--- src/rtl/v_instr_issue_queue_pkg.sv ---
// ---------------------------------------------------------------------------
// v_instr_issue_queue_pkg
// Shared types and constants for the vector instruction issue queue.
//   iq_state_t : issue FSM states (idle / executing)
//   iq_entry_t : one queued item, instruction word plus captured rs1 value
//   is_cfg()   : recognises vsetvli / vsetivli / vsetvl
// ---------------------------------------------------------------------------
package v_instr_issue_queue_pkg;

  typedef enum logic {
    IQ_IDLE = 1'b0,
    IQ_EXEC = 1'b1
  } iq_state_t;

  localparam logic [6:0] OPC_OPV  = 7'b1010111;
  localparam logic [2:0] F3_OPCFG = 3'b111;

  typedef struct packed {
    logic [31:0] instr;
    logic [31:0] xdata;
  } iq_entry_t;

  // Config instructions finish after a single execute cycle and never
  // produce a v_done from the coprocessor.
  function automatic logic is_cfg(input logic [31:0] instr);
    return (instr[6:0] == OPC_OPV) && (instr[14:12] == F3_OPCFG);
  endfunction

endpackage

--- src/rtl/v_instr_issue_queue_if.sv ---
// ---------------------------------------------------------------------------
// v_instr_issue_queue_if
// Dispatch channel from the scalar core into the issue queue.
//   s_instr_valid : scalar core presents an instruction
//   s_instr       : vector instruction word
//   s_xreg_data   : rs1 value captured at dispatch
//   s_instr_ready : queue can accept this cycle
// Modports: master = scalar core, slave = issue queue.
// ---------------------------------------------------------------------------
interface v_instr_issue_queue_if;

  logic        s_instr_valid;
  logic [31:0] s_instr;
  logic [31:0] s_xreg_data;
  logic        s_instr_ready;

  modport master (
    output s_instr_valid,
    output s_instr,
    output s_xreg_data,
    input  s_instr_ready
  );

  modport slave (
    input  s_instr_valid,
    input  s_instr,
    input  s_xreg_data,
    output s_instr_ready
  );

endinterface

--- src/rtl/v_instr_issue_queue_fifo.sv ---
// ---------------------------------------------------------------------------
// v_iq_fifo
// Storage FIFO for the issue queue. The head entry is presented
// combinationally so the issue register can capture it on the pop edge.
//   clk, rst  : clock, asynchronous active-high reset
//   i_push    : write i_wdata at the tail (ignored when full)
//   i_pop     : retire the head entry (ignored when empty)
//   o_rdata   : current head entry
//   o_count   : registered occupancy
//   o_empty   : registered, o_count == 0
//   o_full    : registered, o_count == DEPTH
// ---------------------------------------------------------------------------
module v_iq_fifo
  import v_instr_issue_queue_pkg::*;
#(
  parameter int DEPTH = 4,
  parameter int CNT_W = $clog2(DEPTH + 1)
) (
  input  logic             clk,
  input  logic             rst,
  input  logic             i_push,
  input  iq_entry_t        i_wdata,
  input  logic             i_pop,
  output iq_entry_t        o_rdata,
  output logic [CNT_W-1:0] o_count,
  output logic             o_empty,
  output logic             o_full
);

  localparam int PTR_W = $clog2(DEPTH);

  iq_entry_t        r_mem [DEPTH];
  logic [PTR_W-1:0] r_wr_ptr;
  logic [PTR_W-1:0] r_rd_ptr;
  logic [CNT_W-1:0] r_count;
  logic             r_empty;
  logic             r_full;

  logic             w_push;
  logic             w_pop;
  logic [CNT_W-1:0] w_count_next;

  assign w_push = i_push && !r_full;
  assign w_pop  = i_pop && !r_empty;

  // Storage carries no reset; only the pointers define what is valid.
  always_ff @(posedge clk) begin
    if (w_push) begin
      r_mem[r_wr_ptr] <= i_wdata;
    end
  end

  assign o_rdata = r_mem[r_rd_ptr];

  always_comb begin
    w_count_next = r_count;
    case ({w_push, w_pop})
      2'b10:   w_count_next = r_count + CNT_W'(1);
      2'b01:   w_count_next = r_count - CNT_W'(1);
      default: w_count_next = r_count;
    endcase
  end

  // DEPTH is a power of two, so pointer increments wrap naturally.
  always_ff @(posedge clk or posedge rst) begin
    if (rst) begin
      r_wr_ptr <= '0;
      r_rd_ptr <= '0;
      r_count  <= '0;
      r_empty  <= 1'b1;
      r_full   <= 1'b0;
    end else begin
      if (w_push) r_wr_ptr <= r_wr_ptr + PTR_W'(1);
      if (w_pop)  r_rd_ptr <= r_rd_ptr + PTR_W'(1);
      r_count <= w_count_next;
      r_empty <= (w_count_next == '0);
      r_full  <= (w_count_next == CNT_W'(DEPTH));
    end
  end

  assign o_count = r_count;
  assign o_empty = r_empty;
  assign o_full  = r_full;

endmodule

--- src/rtl/v_instr_issue_queue.sv ---
// ---------------------------------------------------------------------------
// v_instr_issue_queue
// Buffers vector instructions from the scalar core and issues them one at a
// time to the vector coprocessor, holding each stable until it completes.
//   clk, nrst      : clock, asynchronous active-high reset (1 = reset)
//   s_if (slave)   : dispatch handshake, ready = !full
//   op_instr_base  : instruction in execution (0 when idle)
//   xreg_out       : rs1 value paired with op_instr_base
//   v_issue        : pulse on the first cycle of each issued instruction
//   v_done         : coprocessor completion for non-config instructions
//   v_busy         : an instruction is executing
//   q_count/q_empty/q_full : registered FIFO status
//   v_timeout_err  : sticky watchdog error
// Optional build macro: V_IQ_TIMEOUT_EN adds a per-instruction watchdog that
// forces completion after TIMEOUT execute cycles; without it v_timeout_err
// is tied low.
// ---------------------------------------------------------------------------
module v_instr_issue_queue
  import v_instr_issue_queue_pkg::*;
#(
  parameter int DEPTH   = 4,
  parameter int CNT_W   = $clog2(DEPTH + 1),
  parameter int TIMEOUT = 256
) (
  input  logic                        clk,
  input  logic                        nrst,
  v_instr_issue_queue_if.slave        s_if,
  output logic [31:0]                 op_instr_base,
  output logic [31:0]                 xreg_out,
  output logic                        v_issue,
  input  logic                        v_done,
  output logic                        v_busy,
  output logic [CNT_W-1:0]            q_count,
  output logic                        q_empty,
  output logic                        q_full,
  output logic                        v_timeout_err
);

  iq_state_t   r_state;
  logic [31:0] r_instr;
  logic [31:0] r_xreg;
  logic        r_issue;

  iq_entry_t   w_head;
  iq_entry_t   w_wdata;
  logic        w_push;
  logic        w_pop;
  logic        w_done_ok;
  logic        w_tmo_hit;
  logic        w_complete;

  assign s_if.s_instr_ready = !q_full;
  assign w_push  = s_if.s_instr_valid && !q_full;
  assign w_wdata = {s_if.s_instr, s_if.s_xreg_data};

  v_iq_fifo #(
    .DEPTH (DEPTH),
    .CNT_W (CNT_W)
  ) u_fifo (
    .clk     (clk),
    .rst     (nrst),
    .i_push  (w_push),
    .i_wdata (w_wdata),
    .i_pop   (w_pop),
    .o_rdata (w_head),
    .o_count (q_count),
    .o_empty (q_empty),
    .o_full  (q_full)
  );

  // Config instructions retire after their single execute cycle; v_done is
  // only meaningful for everything else.
  assign w_done_ok  = (r_state == IQ_EXEC) && (is_cfg(r_instr) || v_done);
  assign w_complete = w_done_ok || w_tmo_hit;
  // Pop either to start from idle or back-to-back on the completion edge.
  assign w_pop      = !q_empty && ((r_state == IQ_IDLE) || w_complete);

`ifdef V_IQ_TIMEOUT_EN
  localparam int TMO_W = (TIMEOUT > 2) ? $clog2(TIMEOUT) : 1;

  logic [TMO_W-1:0] r_tmo_cnt;
  logic             r_tmo_err;

  // Counter sits at 0 during the first execute cycle, so the limit is hit on
  // the TIMEOUT-th cycle of execution.
  assign w_tmo_hit = (r_state == IQ_EXEC) && !w_done_ok &&
                     (r_tmo_cnt == TMO_W'(TIMEOUT - 1));

  always_ff @(posedge clk or posedge nrst) begin
    if (nrst) begin
      r_tmo_cnt <= '0;
      r_tmo_err <= 1'b0;
    end else begin
      if (w_pop) begin
        r_tmo_cnt <= '0;
      end else if (r_state == IQ_EXEC) begin
        r_tmo_cnt <= r_tmo_cnt + TMO_W'(1);
      end
      if (w_tmo_hit) r_tmo_err <= 1'b1;
    end
  end

  assign v_timeout_err = r_tmo_err;
`else
  // TIMEOUT only matters when the watchdog is built in.
  localparam int unused_timeout = TIMEOUT;

  assign w_tmo_hit     = 1'b0;
  assign v_timeout_err = 1'b0;
`endif

  always_ff @(posedge clk or posedge nrst) begin
    if (nrst) begin
      r_state <= IQ_IDLE;
      r_instr <= '0;
      r_xreg  <= '0;
      r_issue <= 1'b0;
    end else begin
      r_issue <= 1'b0;
      if (w_pop) begin
        r_state <= IQ_EXEC;
        r_instr <= w_head.instr;
        r_xreg  <= w_head.xdata;
        r_issue <= 1'b1;
      end else if (w_complete) begin
        // Nothing left to issue: drive zeros while idle.
        r_state <= IQ_IDLE;
        r_instr <= '0;
        r_xreg  <= '0;
      end
    end
  end

  assign op_instr_base = r_instr;
  assign xreg_out      = r_xreg;
  assign v_issue       = r_issue;
  assign v_busy        = (r_state == IQ_EXEC);

endmodule

--- src/flat_wrapper.sv ---
// flat-port wrapper written by rule: the top's interface ports become plain ports
module v_instr_issue_queue_flat import v_instr_issue_queue_pkg::*;
#(
  parameter int DEPTH   = 4,
  parameter int CNT_W   = $clog2(DEPTH + 1),
  parameter int TIMEOUT = 256
)
  (clk, nrst, op_instr_base, xreg_out, v_issue, v_done, v_busy, q_count, q_empty, q_full, v_timeout_err, s_if_s_instr_valid, s_if_s_instr, s_if_s_xreg_data, s_if_s_instr_ready);
  v_instr_issue_queue_if s_if_i ();
  input  logic clk;
  input  logic nrst;
  output logic [31:0] op_instr_base;
  output logic [31:0] xreg_out;
  output logic v_issue;
  input  logic v_done;
  output logic v_busy;
  output logic [CNT_W-1:0] q_count;
  output logic q_empty;
  output logic q_full;
  output logic v_timeout_err;
  input wire logic [$bits(s_if_i.s_instr_valid)-1:0] s_if_s_instr_valid;
  input wire logic [$bits(s_if_i.s_instr)-1:0] s_if_s_instr;
  input wire logic [$bits(s_if_i.s_xreg_data)-1:0] s_if_s_xreg_data;
  output wire logic [$bits(s_if_i.s_instr_ready)-1:0] s_if_s_instr_ready;
  assign s_if_i.s_instr_valid = s_if_s_instr_valid;
  assign s_if_i.s_instr = s_if_s_instr;
  assign s_if_i.s_xreg_data = s_if_s_xreg_data;
  assign s_if_s_instr_ready = s_if_i.s_instr_ready;
  v_instr_issue_queue #(.DEPTH(DEPTH), .CNT_W(CNT_W), .TIMEOUT(TIMEOUT)) u_core (.clk(clk), .nrst(nrst), .s_if(s_if_i), .op_instr_base(op_instr_base), .xreg_out(xreg_out), .v_issue(v_issue), .v_done(v_done), .v_busy(v_busy), .q_count(q_count), .q_empty(q_empty), .q_full(q_full), .v_timeout_err(v_timeout_err));
endmodule
--- config.mk ---
export PLATFORM = sky130hd
export DESIGN_NAME = v_instr_issue_queue_flat
export DESIGN_NICKNAME = d
export VERILOG_FILES = /design/src/rtl/v_instr_issue_queue_pkg.sv /design/src/rtl/v_instr_issue_queue_if.sv /design/src/rtl/v_instr_issue_queue_fifo.sv /design/src/rtl/v_instr_issue_queue.sv /design/src/flat_wrapper.sv
export SDC_FILE = /design/constraint.sdc
export NUM_CORES = 1
export LEC_CHECK = 0
export ABC_AREA = 1
export CELL_PAD_IN_SITES_DETAIL_PLACEMENT = 1
export CELL_PAD_IN_SITES_GLOBAL_PLACEMENT = 1
export CORE_MARGIN = 2
export CORE_UTILIZATION = 40
export CTS_BUF_LIST = sky130_fd_sc_hd__clkbuf_8
export DETAILED_ROUTE_END_ITERATION = 10
export GPL_TIMING_DRIVEN = 0
export PLACE_DENSITY = 0.75
export REMOVE_ABC_BUFFERS = 1
export SYNTH_ARGS = -nofsm -noshare
export SYNTH_HDL_FRONTEND = slang
export SYNTH_SLANG_ARGS = --single-unit
export TNS_END_PERCENT = 100
--- constraint.sdc ---
create_clock -name clk -period 4.1 [get_ports clk]
set_input_delay 0.82 -clock clk [delete_from_list [all_inputs] [get_ports clk]]
set_output_delay 0.82 -clock clk [all_outputs]
set_load 0.05 [all_outputs]
==> results.toml, run 1 <==
[drt]
detail-route-antenna-nets = 0
wl_um = 31100
drt-initial-drc-count = 416
drc = 0
routedWlPerCell_um = 17.9
drt_first_pass_iters = 4
num_vias = 8523
via_per_inst = 4.90

[synth]
synthCells = 1102
synth_cell_types = 25
synth_xor_area_share_pct = 0.201
synthSimpleGateAreaFrac_pct = 14.6
synth_top_family_by_area = "simple AND/OR/NAND/NOR gates"
synth-compound-area-share_pct = 6.15
netlist_area_mm2 = 0.0131
ys_seq_area_share_pct = 73.1
ys_ff_latch = 331
yosys_warnings = 0
synth_mux_area_share_pct = 0
syn_area_per_cell_um2 = 11.9
synthAdderAreaFrac_pct = 0.631

[timing]
rsz0062_at_grt = "false"
tns_ns = 0
whs_ns = 0.469
setup_viol_count_final = 0
fin_crit_sh_pct = 73.4
drv_slew = 0
finalClockSkew_ns = 0.0178
max_freq_ghz = 0.332
relSlewSlack_pct = 38.3
worst_pin_slew_ns = 0.926
period_minus_slack_ns = 3.01
fin_ws_ns = 1.09
finalHoldViolCount = 0

[power]
ir_drop_v = 0.000465
seqPwrFrac_pct = 39.1
p_per_area_mw_per_mm2 = 771
pwr-share-clk_pct = 22.2
p_leak_uw = 0.00639
combPwrFrac_pct = 38.7
swShare_pct = 39.8
power_uw = 12400
p_int_uw = 7460
switching_power_uw = 4920

[cts]
path_clk_slew_ns = 0.06
cts_resized = 0
clock_sinks = 331
htreeDepth = 2
cts_buffers = 56
root_buffer = "clkbuf_8"
holdBufCountCts = 0
clock_path_buffers = 3
cts_setup_buffers = 0
clk_latency_ns = 0.58
cts_tree = "done"

[placed_design]
dp_hpwl_um = 17900
numPlacedInstances = 1632
place.gp.congestion = 0.661
pre_cts_slack_ns = 0.477
io_buffers = 139

[layout]
nets = 1322
drive_gt1_share_pct = 8.03
fillers = 3458
area_delta_synth_final_pct = 22.7
layoutNonFillerInstCount = 1739

[grt]
grt.busiest_layer = "met2"
grt_use_met2_pct = 32.9
grt.met3_usage_pct = 3.78
grt_max_degree = 94
overflow = 0
antenna_found_initial = 3
grt_pass1_wl_um = 49600
met1_usage_pct = 24.1
grt_pass1_vias = 9183
grt_use_total_pct = 18.9

[die]
io-pin-count = 141
die_y_um = 185
dieArea_mm2 = 0.0342
initial_utilization_pct = 40.4
coreArea_mm2 = 0.0324
dieWidth_um = 185
rows = 66

[setup_path]
startpoint = "v_done"
required_ns = 4.59
path_class = "in2reg"
critPathCaptureType = "flip-flop"
start_kind = "input pin"
arrival_ns = 3.50
cp_common_cell = "nand2_1"
worstPathMaxFanout = 40
cp_num_buf_inv = 3
critical-path-max-stage-delay_ns = 0.45
crit_family = "simple AND/OR/NAND/NOR gates"
critPathSlowestCell = "clkdlybuf4s50_1"
regToRegStartpoint = "u_core.op_instr_base[0]"
crit_chain = "clkdlybuf4s50_1, nor2_1, nand2_4, buf_12, nand2_1, inv_1, ha_1, fa_1, nand2_1, nand2_1, or2_2, nor2_1"

[flow_run]
drv_cap = 0

[min_path]
min-delay-start = "u_core.op_instr_base[7]"
min_path_type = "reg2reg"

[status]
outcome = "complete, no violations"
worst reg2reg max path: cells and delay by family, from the launching register on:
kind | cells | cell delay, ns
buffers and inverters | 2 | 0.41
DFF | 1 | 0.42
adders and majority gates | 2 | 0.62
and+or+nand+nor | 9 | 1.46
layer usage:
| layer | part of all wire [%] | vias to the layer above | wire length (um) |
|---|---|---|---|
| met2 | 50 | 174 | 15700 |
| met5 | 0 | - | 0 |
| met4 | 1.6 | 0 | 504 |
| met1 | 43 | 4273 | 13400 |
| li1 | - | 4037 | - |
| met3 | 4.8 | 39 | 1480 |
cell usage after synthesis (all sizes together):
| cell type | instances | area share, % |
|---|---|---|
| xor2 | 2 | 0.13 |
| dfrtp | 74 | 14 |
| o21ai | 64 | 2.4 |
| conb | 1 | 0.029 |
| nand2 | 276 | 8.0 |
| nor2 | 140 | 4.0 |
| dfstp | 1 | 0.20 |
| o211ai | 64 | 3.7 |
| ha | 5 | 0.48 |
| edfxtp | 256 | 59 |
| clkbuf | 7 | 0.22 |
| a21oi | 1 | 0.038 |
| buf | 57 | 2.7 |
| inv | 83 | 2.4 |
| fa | 1 | 0.15 |
| or2 | 1 | 0.048 |
| xnor2 | 1 | 0.067 |
| nand3 | 68 | 2.6 |
cells in the final DEF (no fill, tap or decap), types with 2 or more instances in the layout:
cell	instances
buf_12	9
buf_16	4
clkbuf_8	62
clkdlybuf4s50_1	139
clkinv_1	12
clkinv_2	13
clkinvlp_4	2
dfrtp_1	73
diode_2	2
edfxtp_1	256
ha_1	5
inv_1	94
inv_4	4
nand2_1	274
nand2_4	2
nand3_1	68
nor2_1	136
nor2_4	4
o211ai_1	64
o21ai_0	30
o21ai_1	34
xor2_1	2
logic make-up after synthesis:
| group | after synthesis |
|---|---|
| other | 1 |
| AND/OR/NAND/NOR | 485 |
| adder cells (fa/ha/maj) | 6 |
| AO/OA/AOI/OAI | 129 |
| flip-flops | 331 |
| buffers and inverters | 147 |
| XOR/XNOR | 3 |
registers in the layout (all words and copies together), names as in the netlist:
| signal | flops |
|---|---|
| u_core.u_fifo.r_mem | 256 |
| u_core.op_instr_base | 32 |
| u_core.xreg_out | 32 |
| u_core.u_fifo.o_count | 3 |
| u_core.u_fifo.r_rd_ptr | 2 |
| u_core.u_fifo.r_wr_ptr | 2 |
| u_core.u_fifo.o_empty | 1 |
| u_core.u_fifo.o_full | 1 |
| u_core.v_busy | 1 |
| u_core.v_issue | 1 |
worst paths after layout:
| check | to | depth (start not counted) | slack, ns |
|---|---|---|---|
| setup / recovery | u_core.u_fifo.o_empty | 12 | 1.09 |
| hold / removal | u_core.op_instr_base[7] | 2 | 0.47 |
| setup reg to reg | u_core.u_fifo.o_empty | 13 | 1.13 |
| hold reg to reg | u_core.op_instr_base[7] | 2 | 0.47 |
| max in group asynchronous | u_core.u_fifo.o_empty | 3 | 2.80 |
| min in group asynchronous | u_core.op_instr_base[26] | 2 | 0.62 |
stage by stage:
stage               area [um2]  utilization (%)
floorplan                12700                -
global placement         14700             45.3
detailed placement       15000             46.3
CTS                      16100             49.6
global route             16100             49.6
finish                   16100             49.6
area by class of cell:
type	count	area (um2)	area share, %
well taps	442	553	3.44
inverters	83	322	2.00
diodes	2	5.00	0.0312
multi-input cells	624	2870	17.9
repair buffers	152	1680	10.5
flip-flops and latches	331	9570	59.6
clock buffers	62	853	5.31
clock inverters	43	211	1.32
power by group through the flow:
stage	Clock (uW)	Combinational (uW)	Sequential [uW]
floorplan	0	1870	6160
global route	3000	5280	4930
CTS	2840	4890	4850
finish	2750	4790	4840
detailed placement	0	4870	4910
global placement	0	4370	5180
(Power assumes the default switching activity.)
==> run 2: changes to the inputs <==
Clock period 4.1 ns to 2.75 ns, I/O delays scaled along.
==> run 2 against run 1 <==
Effect of this change: core utilization rose by 0.43 points; total power rose by 50%; design area rose by 0.87%; combinational power rose by 51%; wire length rose by 2.7%; sequential share of layout area fell by 0.51 points; clock skew rose by 0.0036 ns; global-route usage rose by 0.35 points; highest routed layer unchanged.
==> results.toml, run 2 (synthesis gave the netlist of run 1 again) <==
[status]
outcome = "complete, no violations"

[placed_design]
pre_cts_slack_ns = -0.603
place.gp.congestion = 0.661
dpl_cell_area_mm2 = 0.0150
io_buffers = 139
dp_hpwl_um = 17900

[drt]
detail-route-antenna-nets = 0
num_vias = 8533
drc = 0
wl_um = 31900
drt_first_pass_iters = 4
routedWlPerCell_um = 18.3
via_per_inst = 4.89
drt-initial-drc-count = 458

[die]
rows = 66
dieArea_mm2 = 0.0342
io-pin-count = 141
dieWidth_um = 185
coreArea_mm2 = 0.0324
initial_utilization_pct = 40.4
die_y_um = 185

[cts]
cts_tree = "done"
cts_buffers = 56
clk_latency_ns = 0.57
path_clk_slew_ns = 0.07
root_buffer = "clkbuf_8"
holdBufCountCts = 0
htreeDepth = 2
clock_path_buffers = 3
clock_sinks = 331

[power]
p_leak_uw = 0.00645
p_per_area_mw_per_mm2 = 1140
switching_power_uw = 7380
combPwrFrac_pct = 39.0
seqPwrFrac_pct = 39.0
swShare_pct = 39.8
pwr-share-clk_pct = 22.1
ir_drop_v = 0.000693
p_int_uw = 11200

[layout]
final_common_cell = "nand2_1"
postLayoutCellArea_mm2 = 0.0162
largest_reg_flops = 256
seqCellArea_mm2 = 0.00957
fillers = 3446
regMostFlops = "u_core.u_fifo.r_mem"
most-common-layout-cells = "274 x nand2_1, 256 x edfxtp_1, 139 x clkdlybuf4s50_1"
final_util_pct = 50.1
area_delta_synth_final_pct = 23.8
nets = 1329
multi_input_area_mm2 = 0.00291
drive_gt1_share_pct = 8.91

[timing]
rsz0062_at_grt = "false"
fin_crit_sh_pct = 93.0
period_minus_slack_ns = 2.56
relSlewSlack_pct = 39.5
worst_pin_slew_ns = 0.905
drv_slew = 0
setup_viol_count_final = 0
fin_ws_ns = 0.192
finalClockSkew_ns = 0.0213
finalHoldViolCount = 0
max_freq_ghz = 0.391

[setup_path]
critical-path-max-stage-delay_ns = 0.83
crit_family = "buffers and inverters"
startpoint = "u_core.u_fifo.o_empty"
crit_chain = "clkdlybuf4s50_1"
crit_cells = 1
worstPathMaxFanout = 5
arrival_ns = 2.01
critPathCaptureType = "primary output"
critPathSlowestCell = "clkdlybuf4s50_1"
start_kind = "flip-flop"
regToRegStartpoint = "u_core.op_instr_base[0]"
required_ns = 2.20
cp_num_buf_inv = 1
path_class = "reg2out"
ff2ff_path_depth = 13

[grt]
grt_use_total_pct = 19.2
antenna_found_initial = 3
grt_pass1_wl_um = 50300
overflow = 0
grt_pass1_vias = 9209
grt_max_degree = 94

[min_path]
min_path_type = "in2async"

[flow_run]
drv_cap = 0
run 2: cell types whose count changed in the layout (fill, tap and decap cells not counted), sizes merged:
cell	delta
clkbuf	+1
buf	+4
nand2	+1
bufbuf	+1
run 2: final timing paths:
check | endpoint | slack [ns]
worst max-delay path | q_empty | 0.19
worst min-delay path | u_core.xreg_out[1] | 0.35
worst max register to register | u_core.u_fifo.o_empty | 0.20
worst min register to register | u_core.op_instr_base[7] | 0.47
max in group asynchronous | u_core.u_fifo.o_empty | 1.72
min in group clk | u_core.op_instr_base[7] | 0.47
run 2: area by class of cell:
cell class                 count  share of cell area (%)
timing repair buffer         158                    11.0
tap                          442                    3.41
sequential                   331                    59.0
antenna                        2                  0.0309
clock inverter                43                    1.30
inverter                      83                    2.00
multi-input combinational    625                    18.0
clock buffer                  62                    5.27
run 2: per-layer routing:
metal | global-route usage (%) | share of wire (%)
met1 | 24.4 | 44
met2 | 33.6 | 50
met3 | 3.93 | 4.8
met4 | 5.11 | 1.6
met5 | 0 | 0
run 2: through the flow:
| stage | setup TNS (ns) | hold slack (ns) | instances | total power (uW) |
|---|---|---|---|---|
| 2_1_floorplan | -590.87 | 0.442 | 1038 | 11900 |
| 3_3_place_gp | -1602.08 | 0.454 | 1619 | 13600 |
| 3_5_place_dp | -16.45 | 0.458 | 1632 | 14600 |
| 4_1_cts | 0 | 0.321 | 1740 | 18800 |
| 5_1_grt | 0 | 0.348 | 1745 | 19800 |
| 6_report | 0 | 0.346 | 1746 | 18500 |
run 2: timing repair:
action | CTS | global route
pin swaps | 1 | 1
endpoints found under the hold margin | 0 | 0
cloned | 2 | 1
resized for setup | 6 | 3
setup endpoints to repair | 2 | 2
setup buffers | 1 | 3
run 2: power by group through the flow:
| stage | clock, uW | sequential, uW | combinational [uW] |
|---|---|---|---|
| 6_report | 4090 | 7230 | 7230 |
| 5_1_grt | 4470 | 7350 | 7950 |
| 4_1_cts | 4230 | 7240 | 7340 |
| 3_5_place_dp | 0 | 7330 | 7260 |
| 3_3_place_gp | 0 | 7590 | 5980 |
| 2_1_floorplan | 0 | 9170 | 2730 |
